**config.mk**
```make
export PLATFORM = sky130hd
export DESIGN_NAME = grid_readout
export DESIGN_NICKNAME = d
export VERILOG_FILES = /design/src/rtl/grid_readout.sv
export SDC_FILE = /design/constraint.sdc
export NUM_CORES = 1
export LEC_CHECK = 0
export ABC_AREA = 1
export BUFFER_PORTS_ARGS = -buffer_cell sky130_fd_sc_hd__buf_2
export CAP_MARGIN = 40
export CORE_MARGIN = 5
export CORE_UTILIZATION = 30
export CTS_CLUSTER_SIZE = 8
export DETAILED_ROUTE_END_ITERATION = 10
export MAX_ROUTING_LAYER = met4
export PLACE_DENSITY_LB_ADDON = 0.15
export SLEW_MARGIN = 5
export SYNTH_ARGS = -nofsm -noshare
export SYNTH_HDL_FRONTEND = slang
export SYNTH_SLANG_ARGS = --single-unit
```
**constraint.sdc**
```tcl
create_clock -name clk -period 1.35 [get_ports clk]
set_input_delay 0.0675 -clock clk [delete_from_list [all_inputs] [get_ports clk]]
set_output_delay 0.0675 -clock clk [all_outputs]
set_load 0.03 [all_outputs]
```
**src/rtl/grid_readout.sv**
```systemverilog
// grid_readout: snapshots an N*N life grid on request and streams it out
// one N-bit row per valid/ready handshake, row 0 first.
module grid_readout #(
    parameter int N = 16
) (
    input  logic                 clk,
    input  logic                 reset,
    input  logic [N*N-1:0]       grid,
    input  logic                 capture,
    input  logic                 clr_overrun,
    output logic [N-1:0]         row_data,
    output logic [$clog2(N)-1:0] row_idx,
    output logic                 row_valid,
    input  logic                 row_ready,
    output logic                 frame_start,
    output logic                 frame_end,
    output logic                 busy,
    output logic                 overrun
);
    localparam int IW = $clog2(N);
    localparam logic [IW-1:0] LAST = IW'(N - 1);

    typedef enum logic {
        IDLE,
        SEND
    } state_t;

    state_t         state;
    state_t         state_next;
    logic [N*N-1:0] shadow;
    logic [IW-1:0]  cnt;
    logic [IW-1:0]  cnt_next;
    logic           load;
    logic           overrun_next;
    logic           accept;
    logic           last_accept;
    logic [N-1:0]   rows [N];

    // Next-state decode: frame sequencing, snapshot load and overrun tracking.
    always_comb begin
        state_next   = state;
        cnt_next     = cnt;
        load         = 1'b0;
        overrun_next = overrun;
        accept       = (state == SEND) && row_ready;
        last_accept  = accept && (cnt == LAST);
        // Clear first so a coincident dropped capture below wins.
        if (clr_overrun) begin
            overrun_next = 1'b0;
        end
        case (state)
            IDLE: begin
                if (capture) begin
                    load       = 1'b1;
                    cnt_next   = '0;
                    state_next = SEND;
                end
            end
            SEND: begin
                if (accept) begin
                    if (cnt != LAST) begin
                        cnt_next = cnt + 1'b1;
                    end else if (capture) begin
                        // Back-to-back frame: restart without a gap.
                        load     = 1'b1;
                        cnt_next = '0;
                    end else begin
                        cnt_next   = '0;
                        state_next = IDLE;
                    end
                end
                // A capture that cannot start a frame is dropped and flagged.
                if (capture && !last_accept) begin
                    overrun_next = 1'b1;
                end
            end
            default: begin
                state_next = IDLE;
            end
        endcase
    end

    // State, row counter and sticky overrun flag.
    always_ff @(posedge clk or negedge reset) begin
        if (!reset) begin
            state   <= IDLE;
            cnt     <= '0;
            overrun <= 1'b0;
        end else begin
            state   <= state_next;
            cnt     <= cnt_next;
            overrun <= overrun_next;
        end
    end

    // Shadow copy of the grid, so the datapath can keep evolving mid-frame.
    always_ff @(posedge clk or negedge reset) begin
        if (!reset) begin
            shadow <= '0;
        end else if (load) begin
            shadow <= grid;
        end
    end

    // Split the shadow vector into rows for indexed selection.
    always_comb begin
        for (int r = 0; r < N; r++) begin
            rows[r] = shadow[r*N +: N];
        end
    end

    // Output decode depends only on registered state, never on row_ready.
    assign row_valid   = (state == SEND);
    assign busy        = row_valid;
    assign row_idx     = row_valid ? cnt : '0;
    assign row_data    = row_valid ? rows[cnt] : '0;
    assign frame_start = row_valid && (cnt == '0);
    assign frame_end   = row_valid && (cnt == LAST);

endmodule

```
# After elaboration in Yosys (flattened, before gate mapping)
# Index checks and enable logic that the tools add are counted.
# totals
latchBits,0
mem_bits_rw,0
mem_bits_ro,0
mem_count,0
wordCells,39
register_bits,262
# op_classes
n_lt_le_gt_ge,1
eq_ne,4
mux,19
n_addsub,1
mul,0
shift,0
bitwise_logic,2
div_mod_pow,0
reduce_logical,8
# ops
operator,n
$bmux 16 s4,1
$mux 16,3
$mux 4,4
$mux 1,8
$pmux 4 s2,1
$ge 5x5->1 const B,1
$logic_and 1x1->1,5
$not 4->5,1
$add 4x1->4 const B,1
$eq 4x4->1 const B,1
$logic_not 4->1,1
$ne 4x4->1 const B,1
$pmux 1 s2,2
$ne 2x1->1 const B,1
$ne 2x2->1 const B,1
$reduce_and 2->1,1
$logic_not 1->1,1
$not 1->1,1

# Logic depth before layout (Yosys ltp)
# depth
depth_word,6
ltp_mapped,9
depth_no_buf,8

# Worst setup path after synthesis
# Ideal clock, no wire load.
# synth_timing
kind,register -> output
from,register state (netlist: busy)
to,output row_data[1]
path_slack_ps,-523
arrival_time_ps,1805
path_stages_with_launch,8
n_path_buf,1
required_ps,1283
cell_sequence,dfrtp_1 -> buf_4 -> clkinv_1 -> nor2_1 -> inv_1 -> nor2_1 -> nand2_1 -> nand3_1
# synth_between
elab_chain_cells,1
# synth_rtl
element,line,rtl
from (decl),28,state_t state;
from (signal assigned),90,state <= state_next;
$mux 16,116,assign row_data = row_valid ? rows[cnt] : '0;
to (decl),11,"output logic [N-1:0] row_data,"
# Every way passes these cells.

# Worst setup path after layout
# layout_timing
from,register cnt[0]
to,output row_data[4]
# layout_between
elab_chain_cells,5
# layout_rtl
element,line,rtl
from (decl),31,logic [IW-1:0] cnt;
from (signal assigned),91,cnt <= cnt_next;
$not 4->5 (implied by the code),116,
$bmux 16 s4,116,
$mux 16 (implied by the code) (2 in series),116,
$mux 16,116,
# Every way passes these cells. The select of a mux whose other input is x is not followed.

==> flow_summary.yaml <==
die:
  die_x_um: 215
  top_level_ports: 286
  die-area_mm2: 0.0461
  num_rows: 75
  start_util: 0.302
  chipHeight_um: 215
  core_mm2: 0.0417
critical_path:
  crit_arrival_ps: 2260
  worstSetupEndpoint: "row_data[4]"
  critPathLaunch: "cnt[0]"
  path_cells: "buf_12, buf_16, o211ai_1, nand3_2, nand3_2, buf_6, nand3_4, buf_6"
  worstReg2RegStart: "cnt[0]"
  rr_worst_depth: 13
  crit_fanout: 7
  slowest_stage: "dfrtp_4"
  r2r_end: "shadow[124]"
  max_stage_delay_ps: 570
  critical_path_class: "register to output pin"
  required_ps: 1280
  ff2ff_setup_slack_ps: -940
  critPathLaunchType: "register"
  cp-end-kind: "output pin"
clock_network:
  htree_num_levels: 2
  clkLatencyLatePin_ps: 540
  root_buffer: "clkbuf_16"
  clock-sinks: 262
  cts_buffers: 39
  cts_buffer_depth: 3
  clk_pin_slew_ps: 60
  cts_tree: "built"
final_layout:
  multiInputGateArea_mm2: 0.00705
  seq_area_mm2: 0.00657
  n_fill_cell: 3544
  syn_to_final_growth_pct: 93.8
  drive_gt1_frac: 0.456
  instances_no_fill: 2864
  nets: 2579
routing:
  via_count: 13700
  vias_per_cell: 4.77
  antenna_left: 0
  initialDrtViolationCount: 764
  first_pass_iters: 5
  wl_per_cell_um: 20.6
  drc: 0
  finalWirelength_um: 58900
timing:
  hold_viol: 0
  tightest_slew_ps: 375
  max_freq_ghz: 0.430
  worst_slack_ps: -974
  min_period_over_period: 1.72
  clock_skew_ps: 11.8
  finalSetupViolations: 286
  period_needed_ps: 2320
  drv_slew: 0
  rsz0062_at_grt: "true"
  relSlewSlack: 0.747
synth:
  synth-simple-area-share: 0.184
  synth_adder_area_share: 0.00199
  synth_top_family_by_area: "simple AND/OR/NAND/NOR gates"
  ys_async_sr_fraction: 1.00
  synthXorXnorAreaFrac: 0.000697
  synth_most_common_cell: "nand2_1"
  yosys.area.top_type_share: 0.522
  synth_seq_cells: 262
  yosys-top-cells-area: "dfrtp_1 52%, o21ai_0 13%, nand2_1 13%"
  ys_seq_area_frac: 0.522
  ys_types: 19
  yosys.area.top_type: "dfrtp_1"
  synthMuxAreaShare: 0
  ys_warn_count: 0
  synth_area_mm2: 0.0126
  synth_edf_count: 0
  synth_compound_area_frac: 0.164
  yosys_most_used_dff: "dfrtp_1"
  netlist_instances: 1618
  synth_commonest_cells: "420 x nand2_1, 321 x o21ai_0, 267 x inv_1"
  synth_nets: 1881
  syn_avg_cell_area_um2: 7.77
placement:
  io_buffers: 285
  dp.cells: 2434
  hpwl_um: 34300
  globalplace.congestion: 0.858
  post-place-ws_ps: -525
global_routing:
  grt_max_degree: 61
  grt-busiest-layer: "met2"
  track_usage: 0.223
  use_met1: 0.287
  grt_pass1_wl_um: 78400
  met3_usage: 0.0333
  antenna_found_initial: 2
  grt_util_met2: 0.368
  grt-ovfl-total: 0
  grt_pass1_vias: 13700
power:
  fin_total_pwr_uw: 48200
  vdd_drop_max_mv: 2.66
  p_leak_uw: 0.0122
  p_per_area_mw_per_mm2: 1980
status:
  violations: "negative setup slack"
  status: "finished with violations"
min_path:
  hp-class: "primary input to async pin"
run:
  drv_cap: 0
==> final cells by class <==
type                            count  area share
Antenna cell                        2    0.000206
Clock buffer                       47      0.0435
Clock inverter                      1    0.000308
Inverter                          271      0.0428
Multi-Input combinational cell    976       0.289
Sequential cell                   262       0.270
Tap cell                          539      0.0277
Timing Repair Buffer              766       0.326
==> power by group <==
group | internal (uW) | total, uW | leakage [uW] | switching, uW
clock | 5410 | 8920 | 0.000519 | 3510
sequential | 11800 | 13500 | 0.00312 | 1650
combinational | 11200 | 25900 | 0.00860 | 14700
total | 28400 | 48200 | 0.0122 | 19800
==> cell families after synthesis <==
group                      after synthesis
AOI/OAI and AO/OA                      405
xor gates and xnor gates                 1
adders and majority gates                2
buffers and inverters                  380
DFF                                    262
and+or+nand+nor                        568
==> metal layers <==
layer	part of all wire	vias up
li1	-	6532
met1	0.41	6632
met2	0.51	372
met3	0.048	117
met4	0.034	0
met5	0	-
==> sequential cells by signal (all words and copies together), names as in the netlist <==
register and flops:
cnt 4, busy 1, shadow 256, overrun 1
==> worst min-delay path by stage <==
stage                       end  start  slack [ps]  depth (start not counted)
floorplan                  busy  reset        -230                          0
global placement    shadow[240]  reset         -30                          1
detailed placement  shadow[240]  reset         -20                          1
CTS                 shadow[210]  reset           1                          2
global route        shadow[210]  reset          30                          2
finish              shadow[211]  reset          20                          2
==> worst max-delay path: cells and delay by family (launching register included) <==
| kind | cells | cell delay [ps] |
|---|---|---|
| flops | 1 | 570 |
| compound gates | 1 | 220 |
| simple gates | 3 | 310 |
| buf+inv | 4 | 600 |
==> per-stage QoR <==
| stage | utilization | hold WS [ps] | area, um2 | TNS [ps] |
|---|---|---|---|---|
| finish | 0.585 | 17.1 | 24400 | -240260 |
| global route | 0.585 | 30.0 | 24400 | -255230 |
| CTS | 0.480 | 0.961 | 20000 | -179240 |
| floorplan | - | -228 | 12800 | -23570 |
| global placement | 0.370 | -28.8 | 15400 | -113830 |
| detailed placement | 0.370 | -22.8 | 15400 | -116200 |
==> timing repair <==
action | in CTS | in global routing
gates cloned | 9 | 82
hold buffers | 260 | 0
setup endpoints to repair | 281 | 286
gates resized for setup | 135 | 904
buffers inserted | 10 | 23
pin swaps | 27 | 61
endpoints found under the hold margin | 524 | 0
==> cell usage in the layout (no fill, tap or decap), drive strengths merged, types with 10 or more instances in the layout <==
master | synthesis | final
buf | 82 | 447
nand2 | 420 | 420
o21ai | 321 | 321
inv | 268 | 268
dfrtp | 262 | 262
dlygate4sd3 | 0 | 260
nand3 | 142 | 142
clkbuf | 27 | 106
a21oi | 71 | 71
o211ai | 10 | 10
Note: power is estimated with default switching activity, not from simulation.
